### src/rtl/droid_pkg.sv
`default_nettype none
// ============================================================================
//  Module   : droid_pkg
//  Purpose  : Shared opcode constants, FSM state encoding and the DataOut
//             status layout for the battle-droid command sequencer.
//  Ports    : none (package)
//  Revision : 1.0  initial release
// ============================================================================
package droid_pkg;

   typedef enum logic [1:0] {
      ST_OFF       = 2'b00,
      ST_STANDBY   = 2'b01,
      ST_MOVING    = 2'b10,
      ST_ATTACKING = 2'b11
   } state_e;

   localparam logic [3:0] OP_NOOP     = 4'b0000;
   localparam logic [3:0] OP_STANDBY  = 4'b0100;
   localparam logic [3:0] OP_ATTACK   = 4'b0101;
   localparam logic [3:0] OP_GOTO     = 4'b0110;
   localparam logic [3:0] OP_TARGET   = 4'b0111;
   localparam logic [3:0] OP_RANK     = 4'b1000;
   localparam logic [3:0] OP_BATTERY  = 4'b1001;
   localparam logic [3:0] OP_ATLOC    = 4'b1010;
   localparam logic [3:0] OP_RESET    = 4'b1100;
   localparam logic [3:0] OP_SHUTDOWN = 4'b1101;

   // DataOut layout returned by a NOOP readback
   typedef struct packed {
      logic [1:0] state;
      logic       err_sticky;
      logic       low_batt;
      logic [3:0] rsvd;
   } status_t;

   // Opcodes that may still be accepted while the droid is busy
   function automatic logic op_ok_when_busy(input logic [3:0] op);
      case (op)
         OP_NOOP, OP_STANDBY, OP_ATLOC, OP_RESET, OP_SHUTDOWN: return 1'b1;
         default:                                              return 1'b0;
      endcase
   endfunction

endpackage
`default_nettype wire

### src/rtl/battery_gauge.sv
`default_nettype none
// ============================================================================
//  Module   : battery_gauge
//  Purpose  : 8-bit saturating down-counter holding the droid battery level.
//  Ports    : clk, rst_n      clock / synchronous active-low reset (-> FULL)
//             load_i          load load_val_i (has priority over drain)
//             load_val_i      value to load
//             drain_i         subtract amt_i this cycle, saturating at 0
//             amt_i           drain amount
//             zero_o          registered level is 0
//             drain_to_zero_o level would be 0 after draining amt_i
//  Revision : 1.0  initial release
// ============================================================================
module battery_gauge #(
   parameter logic [7:0] FULL = 8'd255
) (
   input  logic       clk,
   input  logic       rst_n,
   input  logic       load_i,
   input  logic [7:0] load_val_i,
   input  logic       drain_i,
   input  logic [7:0] amt_i,
   output logic       zero_o,
   output logic       drain_to_zero_o
);

   logic [7:0] level_q, level_d;
   logic [7:0] w_drained;

   always_comb begin
      w_drained = (level_q > amt_i) ? (level_q - amt_i) : 8'd0;
      level_d   = level_q;
      if (load_i)
         level_d = load_val_i;
      else if (drain_i)
         level_d = w_drained;
   end

   always_ff @(posedge clk) begin
      if (!rst_n)
         level_q <= FULL;
      else
         level_q <= level_d;
   end

   assign zero_o          = (level_q == 8'd0);
   assign drain_to_zero_o = (w_drained == 8'd0);

endmodule
`default_nettype wire

### src/rtl/droid_cmd_sequencer.sv
`default_nettype none
// ============================================================================
//  Module   : droid_cmd_sequencer
//  Purpose  : Accepts 4-bit droid commands over valid/ready, keeps the goto /
//             target / rank registers, runs the OFF/STANDBY/MOVING/ATTACKING
//             FSM and drains the battery gauge.
//  Ports    : clk, rst_n        clock / synchronous active-low reset
//             cmd_valid/ready   command handshake (ready is combinational)
//             opcode, DataIn, LocIn  command and operands
//             GPS               current position
//             state             00 OFF, 01 STANDBY, 10 MOVING, 11 ATTACKING
//             DataOut           registered readback
//             at_loc, low_batt  levels; arrived, err  1-cycle pulses
//             fire              high while ATTACKING
//  Revision : 1.0  initial release
// ============================================================================
module droid_cmd_sequencer
   import droid_pkg::*;
#(
   parameter logic [7:0]  BATT_FULL     = 8'd255,
   parameter logic [7:0]  MOVE_COST     = 8'd1,
   parameter logic [7:0]  ATTACK_COST   = 8'd4,
   parameter int unsigned ATTACK_CYCLES = 8,
   parameter int unsigned MOVE_TIMEOUT  = 255
) (
   input  logic        clk,
   input  logic        rst_n,
   input  logic        cmd_valid,
   output logic        cmd_ready,
   input  logic [3:0]  opcode,
   input  logic [7:0]  DataIn,
   input  logic [15:0] LocIn,
   input  logic [15:0] GPS,
   output logic [1:0]  state,
   output logic [7:0]  DataOut,
   output logic        at_loc,
   output logic        arrived,
   output logic        fire,
   output logic        low_batt,
   output logic        err
);

   state_e      state_q, state_d;
   logic [15:0] goto_q, goto_d, target_q, target_d;
   logic        tgt_valid_q, tgt_valid_d;
   logic [7:0]  rank_q, rank_d, dataout_q, dataout_d;
   logic        at_loc_q, at_loc_d, arrived_q, arrived_d;
   logic        err_q, err_d, err_sticky_q, err_sticky_d;
   logic [7:0]  move_cnt_q, move_cnt_d, atk_cnt_q, atk_cnt_d;

   logic        w_accept, w_soft_rst, w_busy, w_preempt, w_atk_ok, w_gps_hit;
   logic        w_batt_zero, w_drain_zero, w_batt_load;
   logic        w_exit_arrive, w_exit_timeout;
   logic [7:0]  w_batt_val, w_drain_amt;
   status_t     w_status;

   assign w_accept   = cmd_valid && cmd_ready;
   // The RESET opcode behaves exactly like one edge of rst_n
   assign w_soft_rst = w_accept && (opcode == OP_RESET);
   assign w_busy     = (state_q == ST_MOVING) || (state_q == ST_ATTACKING);
   // A preempting command overrides any internal exit in the same cycle
   assign w_preempt  = w_accept && w_busy &&
                       ((opcode == OP_STANDBY) || (opcode == OP_SHUTDOWN));
   assign w_atk_ok   = tgt_valid_q && !w_batt_zero;
   assign w_gps_hit  = (GPS == goto_q);

   assign w_drain_amt = (state_q == ST_ATTACKING) ? ATTACK_COST : MOVE_COST;
   assign w_batt_load = w_soft_rst ||
                        (w_accept && (state_q == ST_STANDBY) && (opcode == OP_BATTERY));
   assign w_batt_val  = w_soft_rst ? BATT_FULL : DataIn;

   battery_gauge #(.FULL(BATT_FULL)) u_gauge (
      .clk             (clk),
      .rst_n           (rst_n),
      .load_i          (w_batt_load),
      .load_val_i      (w_batt_val),
      .drain_i         (w_busy),
      .amt_i           (w_drain_amt),
      .zero_o          (w_batt_zero),
      .drain_to_zero_o (w_drain_zero)
   );

   // ---------------- FSM: state register ----------------
   always_ff @(posedge clk) begin
      if (!rst_n || w_soft_rst)
         state_q <= ST_STANDBY;
      else
         state_q <= state_d;
   end

   // ---------------- FSM: next state ----------------
   always_comb begin
      state_d        = state_q;
      w_exit_arrive  = 1'b0;
      w_exit_timeout = 1'b0;
      case (state_q)
         ST_MOVING: begin
            if (w_gps_hit) begin
               state_d       = ST_STANDBY;
               w_exit_arrive = 1'b1;
            end else if (w_drain_zero) begin
               state_d = ST_STANDBY;
            end else if (move_cnt_q == 8'(MOVE_TIMEOUT)) begin
               state_d        = ST_STANDBY;
               w_exit_timeout = 1'b1;
            end
         end
         ST_ATTACKING: begin
            if ((atk_cnt_q == 8'(ATTACK_CYCLES - 1)) || w_drain_zero)
               state_d = ST_STANDBY;
         end
         default: ;
      endcase
      if (w_accept && (state_q != ST_OFF)) begin
         case (opcode)
            OP_SHUTDOWN: state_d = ST_OFF;
            OP_STANDBY:  state_d = ST_STANDBY;
            OP_GOTO:     state_d = ST_MOVING;
            OP_ATTACK:   if (w_atk_ok) state_d = ST_ATTACKING;
            default: ;
         endcase
      end
   end

   // ---------------- FSM: outputs ----------------
   always_comb begin
      cmd_ready = 1'b1;
      if (w_busy)
         cmd_ready = op_ok_when_busy(opcode);
      fire = (state_q == ST_ATTACKING);
   end

   // ---------------- operand / status registers ----------------
   assign w_status = '{state: state_q, err_sticky: err_sticky_q,
                       low_batt: w_batt_zero, rsvd: 4'b0000};

   always_comb begin
      goto_d      = goto_q;
      target_d    = target_q;
      tgt_valid_d = tgt_valid_q;
      rank_d      = rank_q;
      dataout_d   = dataout_q;
      move_cnt_d  = (state_q == ST_MOVING)    ? move_cnt_q + 8'd1 : move_cnt_q;
      atk_cnt_d   = (state_q == ST_ATTACKING) ? atk_cnt_q + 8'd1  : atk_cnt_q;
      at_loc_d    = w_gps_hit;
      arrived_d   = w_exit_arrive && !w_preempt;
      err_d       = w_exit_timeout && !w_preempt;
      // OFF drops everything silently; RESET is handled by the reset path
      if (w_accept && (state_q != ST_OFF)) begin
         case (opcode)
            OP_GOTO: begin
               goto_d     = LocIn;
               move_cnt_d = 8'd0;
            end
            OP_TARGET: begin
               target_d    = LocIn;
               tgt_valid_d = 1'b1;
            end
            OP_RANK: begin
               rank_d    = DataIn;
               dataout_d = DataIn;
            end
            OP_ATTACK: begin
               if (w_atk_ok) atk_cnt_d = 8'd0;
               else          err_d     = 1'b1;
            end
            OP_ATLOC: dataout_d = {7'b0, w_gps_hit};
            OP_NOOP:  dataout_d = w_status;
            OP_BATTERY, OP_STANDBY, OP_SHUTDOWN, OP_RESET: ;
            default:  err_d = 1'b1;
         endcase
      end
      err_sticky_d = err_sticky_q || err_d;
   end

   always_ff @(posedge clk) begin
      if (!rst_n || w_soft_rst) begin
         goto_q       <= 16'd0;
         target_q     <= 16'd0;
         tgt_valid_q  <= 1'b0;
         rank_q       <= 8'd0;
         dataout_q    <= 8'd0;
         at_loc_q     <= 1'b0;
         arrived_q    <= 1'b0;
         err_q        <= 1'b0;
         err_sticky_q <= 1'b0;
         move_cnt_q   <= 8'd0;
         atk_cnt_q    <= 8'd0;
      end else begin
         goto_q       <= goto_d;
         target_q     <= target_d;
         tgt_valid_q  <= tgt_valid_d;
         rank_q       <= rank_d;
         dataout_q    <= dataout_d;
         at_loc_q     <= at_loc_d;
         arrived_q    <= arrived_d;
         err_q        <= err_d;
         err_sticky_q <= err_sticky_d;
         move_cnt_q   <= move_cnt_d;
         atk_cnt_q    <= atk_cnt_d;
      end
   end

   assign state    = state_q;
   assign DataOut  = dataout_q;
   assign at_loc   = at_loc_q;
   assign arrived  = arrived_q;
   assign err      = err_q;
   assign low_batt = w_batt_zero;

endmodule
`default_nettype wire

### config.mk
export PLATFORM = sky130hd
export DESIGN_NAME = droid_cmd_sequencer
export DESIGN_NICKNAME = d
export VERILOG_FILES = /design/src/rtl/droid_pkg.sv /design/src/rtl/battery_gauge.sv /design/src/rtl/droid_cmd_sequencer.sv
export SDC_FILE = /design/constraint.sdc
export NUM_CORES = 1
export LEC_CHECK = 0
export ABC_CLOCK_PERIOD_IN_PS = 4900
export BUFFER_PORTS_ARGS = -buffer_cell sky130_fd_sc_hd__buf_2
export CORE_UTILIZATION = 59
export CTS_CLUSTER_SIZE = 40
export DETAILED_ROUTE_END_ITERATION = 12
export HOLD_SLACK_MARGIN = 0.02
export MAX_ROUTING_LAYER = met4
export PLACE_DENSITY = 0.85
export SYNTH_ARGS = -nofsm -noshare
export SYNTH_HDL_FRONTEND = slang
export SYNTH_SLANG_ARGS = --single-unit
### constraint.sdc
create_clock -name clk -period 4.9 [get_ports clk]
set_clock_uncertainty 0.15 [all_clocks]
set_input_delay 0.98 -clock clk [delete_from_list [all_inputs] [get_ports clk]]
set_output_delay 0.98 -clock clk [all_outputs]
set_load 0.005 [all_outputs]
# Word-level counts from Yosys, hierarchy flattened
# Cells that the tools add are included.
# totals
reg_bits	55
out_inout_bits	16
elab_cells	92
# classes
add_sub_neg	3
n_lt_le_gt_ge	1
eq_ne	15
n_mux	32
reduce_logical	30
# op_table
operator	n
$mux 8	11
$pmux 8 s3	1
$eq 4x4->1 const B	5
$add 8x1->8 const B	2
$eq 16x16->1	1
$eq 4x3->1 const B	4
$logic_not 8->1	2
$mux 2	6
$logic_and 1x1->1	10
$mux 1	10
$reduce_or 9->1	1
$eq 8x3->1 const B	1
$eq 8x8->1 const B	1
$gt 8x3->1	1
$pmux 2 s4	1
$sub 8x3->8	1
$logic_or 1x1->1	6
$reduce_and 2->1	3
$reduce_or 5->1	1
$eq 2x2->1 const B	2
$logic_not 4->1	1
$pmux 2 s2	1
$reduce_bool 2->1	2
$logic_not 1->1	3
4 further kinds	4

# Depth between registers and ports, before layout
# Gate-level depths: netlist (run 1).
# logic_depth
word_depth	13
ltp_mapped	10
ltp_nobuf	9

# By module
# Synthesis (run 1) repeated with hierarchy kept, for this count alone.
# hier_totals
hier_cells	396
hier_area_um2	3334.4
# by_module_without_submodules
mod	n_inst	cells_per_inst	area_each_um2	seq_area_each_um2
droid_cmd_sequencer	1	284	2478.6	940.9
battery_gauge	1	112	855.8	160.2

# Least setup slack after synthesis (run 1)
# No wires, ideal clock.
# synth_path
path_type	input -> output
from	input port opcode[3]
to	output port cmd_ready
t_arrival_ps	1624
t_required_ps	3770
setup_slack_ps	2146
path_stages	4
n_path_buf	1
cell_sequence	buf_4 and3b_1 o21bai_2 nand3_1
# synth_via
elab_chain_len	4
elab_cells_between_ends	8
cone_classes	eq/ne (4); mux (2); reduce/logical (2)
# synth_rtl
item	line	rtl
start: declaration	droid_cmd_sequencer.sv:30	input logic [3:0] opcode,
$eq 4x4->1, or another cell as far along	droid_pkg.sv:39	case (op)
$reduce_or 5->1 (*)	droid_pkg.sv:39	
$mux 1 (*)	droid_pkg.sv:39	
$mux 1 (*)	droid_cmd_sequencer.sv:128	if (w_busy)
end: declaration	droid_cmd_sequencer.sv:29	output logic cmd_ready,
# Mark *: on every way between the ends. The rest lies on a longest branch, timed or not.

# Worst setup path in the final report (run 1)
# layout_path
from	input port opcode[1]
to	register err_sticky_q
# layout_via
elab_chain_len	13
elab_cells_between_ends	27
cone_classes	eq/ne (9); mux (5); reduce/logical (13)
# layout_rtl
item	line	rtl
$eq 4x4->1, or another cell as far along	droid_pkg.sv:39, droid_cmd_sequencer.sv:59, droid_cmd_sequencer.sv:150	
$reduce_or 5->1	droid_pkg.sv:39	
$mux 1	droid_pkg.sv:39	
$mux 1	droid_cmd_sequencer.sv:128	
$logic_and 1x1->1	droid_cmd_sequencer.sv:57	assign w_accept = cmd_valid && cmd_ready;
$logic_and 1x1->1 (2 in series)	droid_cmd_sequencer.sv:62	assign w_preempt = w_accept && w_busy &&
$logic_not 1->1	droid_cmd_sequencer.sv:147	err_d = w_exit_timeout && !w_preempt;
$logic_and 1x1->1	droid_cmd_sequencer.sv:147	
$mux 1	droid_cmd_sequencer.sv:164	if (w_atk_ok) atk_cnt_d = 8'd0;
$pmux 1 s2	droid_cmd_sequencer.sv:150	case (opcode)
$mux 1	droid_cmd_sequencer.sv:149	if (w_accept && (state_q != ST_OFF)) begin
$logic_or 1x1->1	droid_cmd_sequencer.sv:173	err_sticky_d = err_sticky_q || err_d;
end signal: assignment	droid_cmd_sequencer.sv:198	err_sticky_q <= err_sticky_d;
end: declaration	droid_cmd_sequencer.sv:48	logic err_q, err_d, err_sticky_q, err_sticky_d;
# Several ways; a longest one is shown, not always the timed one.
# A chain may end at the register's enable or synchronous reset.

==> results of run 1 <==
[area by class of cell]
type	count	area share
Multi-Input combinational cell	273	0.5168
Sequential cell	55	0.3279
Timing Repair Buffer	63	0.09463
Tap cell	67	0.02496
Clock buffer	5	0.02049
Inverter	7	0.007824
Clock inverter	3	0.007452
[worst max-delay path, delay by kind of cell]
family	cells	cell delay (ps)
AO/OA/AOI/OAI	2	270
AND/OR/NAND/NOR	4	1780
buffers and inverters	1	260
[worst paths after layout]
| kind | depth (start not counted) | to | slack [ps] | start |
|---|---|---|---|---|
| worst min register to register | 2 | DataOut[1] | 330 | DataOut[1] |
| worst max-delay path | 7 | err_sticky_q | 1700 | opcode[1] |
| worst min-delay path | 2 | DataOut[1] | 330 | DataOut[1] |
| worst max register to register | 7 | state[1] | 1800 | state[1] |
[logic make-up after synthesis]
| group | share of synthesized area |
|---|---|
| AND/OR/NAND/NOR | 0.2576 |
| AO/OA/AOI/OAI | 0.1480 |
| flip-flops | 0.3710 |
| multiplexers | 0.06071 |
| adder cells (fa/ha/maj) | 0.02108 |
| XOR/XNOR | 0.09739 |
| buffers and inverters | 0.04426 |
[power groups by stage]
stage               Clock, W  Sequential, W  Combinational, W
floorplan                  0       0.000472         0.0000619
global placement           0       0.000474         0.0000953
detailed placement         0       0.000474         0.0000981
CTS                 0.000264       0.000464         0.0000986
global route        0.000283       0.000465          0.000110
finish              0.000261       0.000464         0.0000997
[stage by stage]
stage / area [sq um] / instances
detailed placement: 3264 / 465
floorplan: 2968 / 350
global route: 3358 / 473
global placement: 3264 / 465
finish: 3358 / 473
CTS: 3358 / 473
[cell usage after synthesis, types with 4 or more instances]
library cell / number / share of area
nand3_1: 13 / 0.022
nor4_1: 6 / 0.013
dfxtp_1: 55 / 0.37
a21oi_1: 17 / 0.029
clkbuf_1: 4 / 0.0051
nor2_1: 55 / 0.070
nand4_1: 9 / 0.019
nor3_1: 13 / 0.022
xnor2_1: 5 / 0.015
buf_2: 5 / 0.0084
nand2_1: 22 / 0.028
nand2b_1: 8 / 0.017
ha_1: 5 / 0.021
a211oi_1: 8 / 0.020
mux2i_1: 18 / 0.061
xor2_1: 28 / 0.083
inv_1: 6 / 0.0076
o21ai_0: 14 / 0.024
nor2b_1: 7 / 0.015
a22oi_1: 4 / 0.010
[registers in the layout, summed over array words and instances, names as in the netlist, 2 cells and up]
name and flops:
DataOut 8, move_cnt_q 8, atk_cnt_q 8, goto_q 16
state 2, u_gauge.level_q 8
[metal layers]
metal	wire, um	up-vias
li1	-	1356
met1	3027	1282
met2	3342	104
met3	428	9
met4	69	0
met5	0	-
==> flow_metrics.tcl, run 1 <==
set metrics [dict create \
    antenna_found_initial 0 \
    syn_area_sq_um 2968 \
    die_h_um 72.93 \
    vias 2751 \
    overflow 0 \
    timing.setup.tns_ps 0 \
    p_switching_w 0.0002241 \
    yosysWarningCount 0 \
    status "completed" \
    rsz0062_at_grt "false" \
    cap_violations 0 \
    totalWireLength_um 6868 \
    grt_pass1_wl_um 11260 \
    finalWorstSetupSlack_ps 1699 \
    antennaDiodeCount 0 \
    clkPwrFrac 0.316 \
    worst_pin_slew_ps 1032 \
    synth_seq_area_share 0.3710 \
    end_kind "flop" \
    finalPower_w 0.0008250 \
    cts_max_level 2 \
    worstSetupPathType "primary input to flop" \
    grt_max_degree 31 \
    wl_per_cell_um 14.52 \
    routed_via_density 5.816 \
    route.detailed.drc 0 \
    post-route-period-util 0.6532 \
    synth_edf_count 0 \
    die_area_sq_um 5318 \
    n_fill_cell 407 \
    synth_ff_type "dfxtp_1" \
    cts_setup_buffers 0 \
    p_int_w 0.0006009 \
    rows 25 \
    die_w_um 72.93 \
    cp_data_required_time_ps 5010 \
    initial_core_util 0.6201 \
    clockRootBuffer "clkbuf_8" \
    clkTransAtPathRegs_ps 100 \
    period_needed_ps 3201 \
    syn2layout_area_growth_pct 13.15 \
    p_leak_nw 1.495 \
    drtIter0Drc 254 \
    cts_resized 0 \
    cpPeakStageDelay_ps 720 \
    dpl_worst_slack_ps 1417 \
    path_max_fanout 30 \
    regArea_sq_um 1101 \
    hpwl_um 5083 \
    holdWs_ps 325.0 \
    start_kind "primary input" \
    synth.avg_cell_area_sq_um 8.480 \
    synth.ff_latch_count 55 \
    ctsLongestPathBuffers 2 \
    ir_drop_v 0.0001414 \
    finalHoldViolations 0 \
    use_met3 0.06077 \
    drtPass1Iterations 5 \
    grt.met1_usage 0.3529 \
    grt_busiest_layer "met2" \
    hp-class "flop to flop" \
    drive_gt1_frac 0.1946 \
    cts_sinks 55 \
    pwr-share-comb 0.121 \
    async_reset_ff_frac 0 \
    cts_made_buffers 5 \
    timing.slew.headroom 0.3119 \
    final_common_cell "buf_2" \
    p_sw_frac 0.2716 \
    gr-usage-all-layers 0.2805 \
    worstPathArrival_ps 3310 \
    clk_latency_ps 310 \
    place.gp.congestion 0.9049 \
    seqPwrFrac 0.563 \
    port_buffers 62 \
    core_area_sq_um 4786 \
    ys_types 55 \
    cts_tree "done" \
    syn-instance-count 350 \
    io-pin-count 63 \
    multi_input_area_sq_um 1735 \
    final_cell_mix "buf_2, dfxtp_1, nor2_1, xor2_1, nand2_1" \
    fin_util 0.7017 \
    use_met2 0.4538 \
    p_per_area_nw_per_um2 245.7 \
    finalMaxSlewViolations 0 \
    crit_chain "buf_2 > nand2b_1 > or3_1 > nand2_1 > or4b_1 > o21ai_1 > a21o_1" \
    grt_pass1_vias 2541 \
    finalSetupViolCount 0 \
    ant_nets 0 \
    critPathSlowestCell "or4b_1" \
    cts_hold_buf 0 \
    timing.fmax_mhz 312.4 \
    syn-num-nets 402 \
    final_nets 457 \
]
No activity file was read; power rests on OpenSTA's default activity.
==> inputs of run 2 (changes only) <==
Settings changed: ABC_CLOCK_PERIOD_IN_PS 4900 to 2600, CORE_UTILIZATION 59 to 49, PLACE_DENSITY 0.85 to 0.76.
Clock period 4.9 ns to 2.6 ns, I/O delays scaled along.
==> run 2 against run 1 <==
Combinational power rose by 110%. Critical path type is now flop to flop. Routed wire length rose by 1.3%. Setup slack got worse by 1500 ps. Via count fell by 1.0%. Global-route usage fell by 3.8 points. Sequential power rose by 87%. Non-clock buffer count rose by 12. Hold slack got worse by 43 ps. Flip-flop and latch count did not move. Total power rose by 100%. Clock power rose by 120%.
==> flow_metrics.tcl, run 2 (same netlist as run 1, synthesis figures left out) <==
set metrics [dict create \
    overflow 0 \
    worst_pin_slew_ps 436.4 \
    finalPower_w 0.001649 \
    period_needed_ps 2354 \
    holdWs_ps 281.9 \
    end_kind "flop" \
    initial_core_util 0.5229 \
    drtPass1Iterations 4 \
    die_area_sq_um 6372 \
    timing.slew.headroom 0.7066 \
    p_leak_nw 1.564 \
    grt_max_degree 19 \
    hpwl_um 5266 \
    worstSetupPathType "flop to flop" \
    p_per_area_nw_per_um2 475.0 \
    regMostFlops "goto_q" \
    timing.fmax_mhz 424.9 \
    rsz0062_at_grt "false" \
    place.gp.congestion 0.8438 \
    timing.setup.tns_ps 0 \
    critPathSlowestCell "o31ai_1" \
    use_met2 0.3744 \
    totalWireLength_um 6955 \
    final_common_cell "buf_2" \
    post-route-period-util 0.9052 \
    path_max_fanout 6 \
    cpPeakStageDelay_ps 440 \
    clk_latency_ps 310 \
    finalHoldViolations 0 \
    routed_via_density 5.557 \
    rr_worst_depth 7 \
    final_nets 469 \
    grt_pass1_vias 2644 \
    status "completed" \
    cts_made_buffers 5 \
    rows 27 \
    ant_nets 0 \
    grt_pass1_wl_um 11960 \
    die_w_um 79.83 \
    core_area_sq_um 5675 \
    antennaDiodeCount 0 \
    ir_drop_v 0.0002074 \
    drtIter0Drc 117 \
    cap_violations 0 \
    cts_tree "done" \
    final_cell_mix "buf_2, dfxtp_1, nor2_1, xor2_1, nand2_1" \
    cts_max_level 2 \
    cp_data_required_time_ps 2650 \
    wl_per_cell_um 14.19 \
    route.detailed.drc 0 \
    clockRootBuffer "clkbuf_8" \
    drive_gt1_frac 0.2153 \
    cts_sinks 55 \
    grt.met1_usage 0.3268 \
    largest_register_ffs 16 \
    worstPathArrival_ps 2410 \
    cts_setup_buffers 0 \
    finalSetupViolCount 0 \
    cts_resized 0 \
    vias 2723 \
    ctsLongestPathBuffers 2 \
    grt_busiest_layer "met2" \
    io-pin-count 63 \
    clkTransAtPathRegs_ps 100 \
    antenna_found_initial 0 \
    finalMaxSlewViolations 0 \
    syn2layout_area_growth_pct 16.99 \
    gr-usage-all-layers 0.2422 \
    fin_util 0.6118 \
    cts_hold_buf 0 \
    port_buffers 62 \
    hold-path-cell-count 3 \
    die_h_um 79.83 \
    use_met3 0.04000 \
    start_kind "flop" \
    hp-class "primary input to flop" \
    crit_chain "nand2_1 > ha_1 > a2111oi_0 > a21oi_1 > o31ai_1 > o21ai_1 > a21o_1" \
]
[run 2: per-stage QoR]
| stage | setup slack, ps | cells | cell area [sq um] |
|---|---|---|---|
| final | 246.5 | 490 | 3472 |
| after floorplan | 301.5 | 350 | 2968 |
| after global placement | 283.1 | 482 | 3361 |
| after detailed placement | 233.5 | 482 | 3361 |
| after global routing | 21.09 | 490 | 3472 |
| after CTS | 232.9 | 490 | 3472 |
[run 2: final timing paths]
path,from,to,slack [ps]
worst max-delay path,state[1],err_sticky_q,250
worst min-delay path,LocIn[9],goto_q[9],280
worst max register to register,state[1],err_sticky_q,250
worst min register to register,DataOut[1],DataOut[1],330
[run 2: area by class of cell]
type,count,area (sq um)
inverter,7,26.28
clock inverter,2,38.79
timing repair buffer,75,407.9
clock buffer,6,72.57
fill,503,2203
tap,72,90.09
sequential,55,1101
multi-input combinational,273,1735
[run 2: per-layer routing]
layer / vias to the layer above / share of wire / routed length [um]
met5: - / 0 / 0
met4: 0 / 0.013 / 93
met3: 13 / 0.059 / 409
met2: 71 / 0.47 / 3243
met1: 1265 / 0.46 / 3209
li1: 1374 / - / -
[run 2: worst max-delay path, delay by kind of cell, from the launching register on]
kind            cells  cell delay [ps]
simple gates        1              120
flops               1              350
fa+ha+maj           1              390
compound gates      5             1240
[run 2: where the power goes]
group	internal [W]	switching, W	total [W]
combinational	0.0000910	0.000116	0.000207
sequential	0.000858	0.0000107	0.000869
clock	0.000291	0.000282	0.000573
total	0.00124	0.000409	0.00165
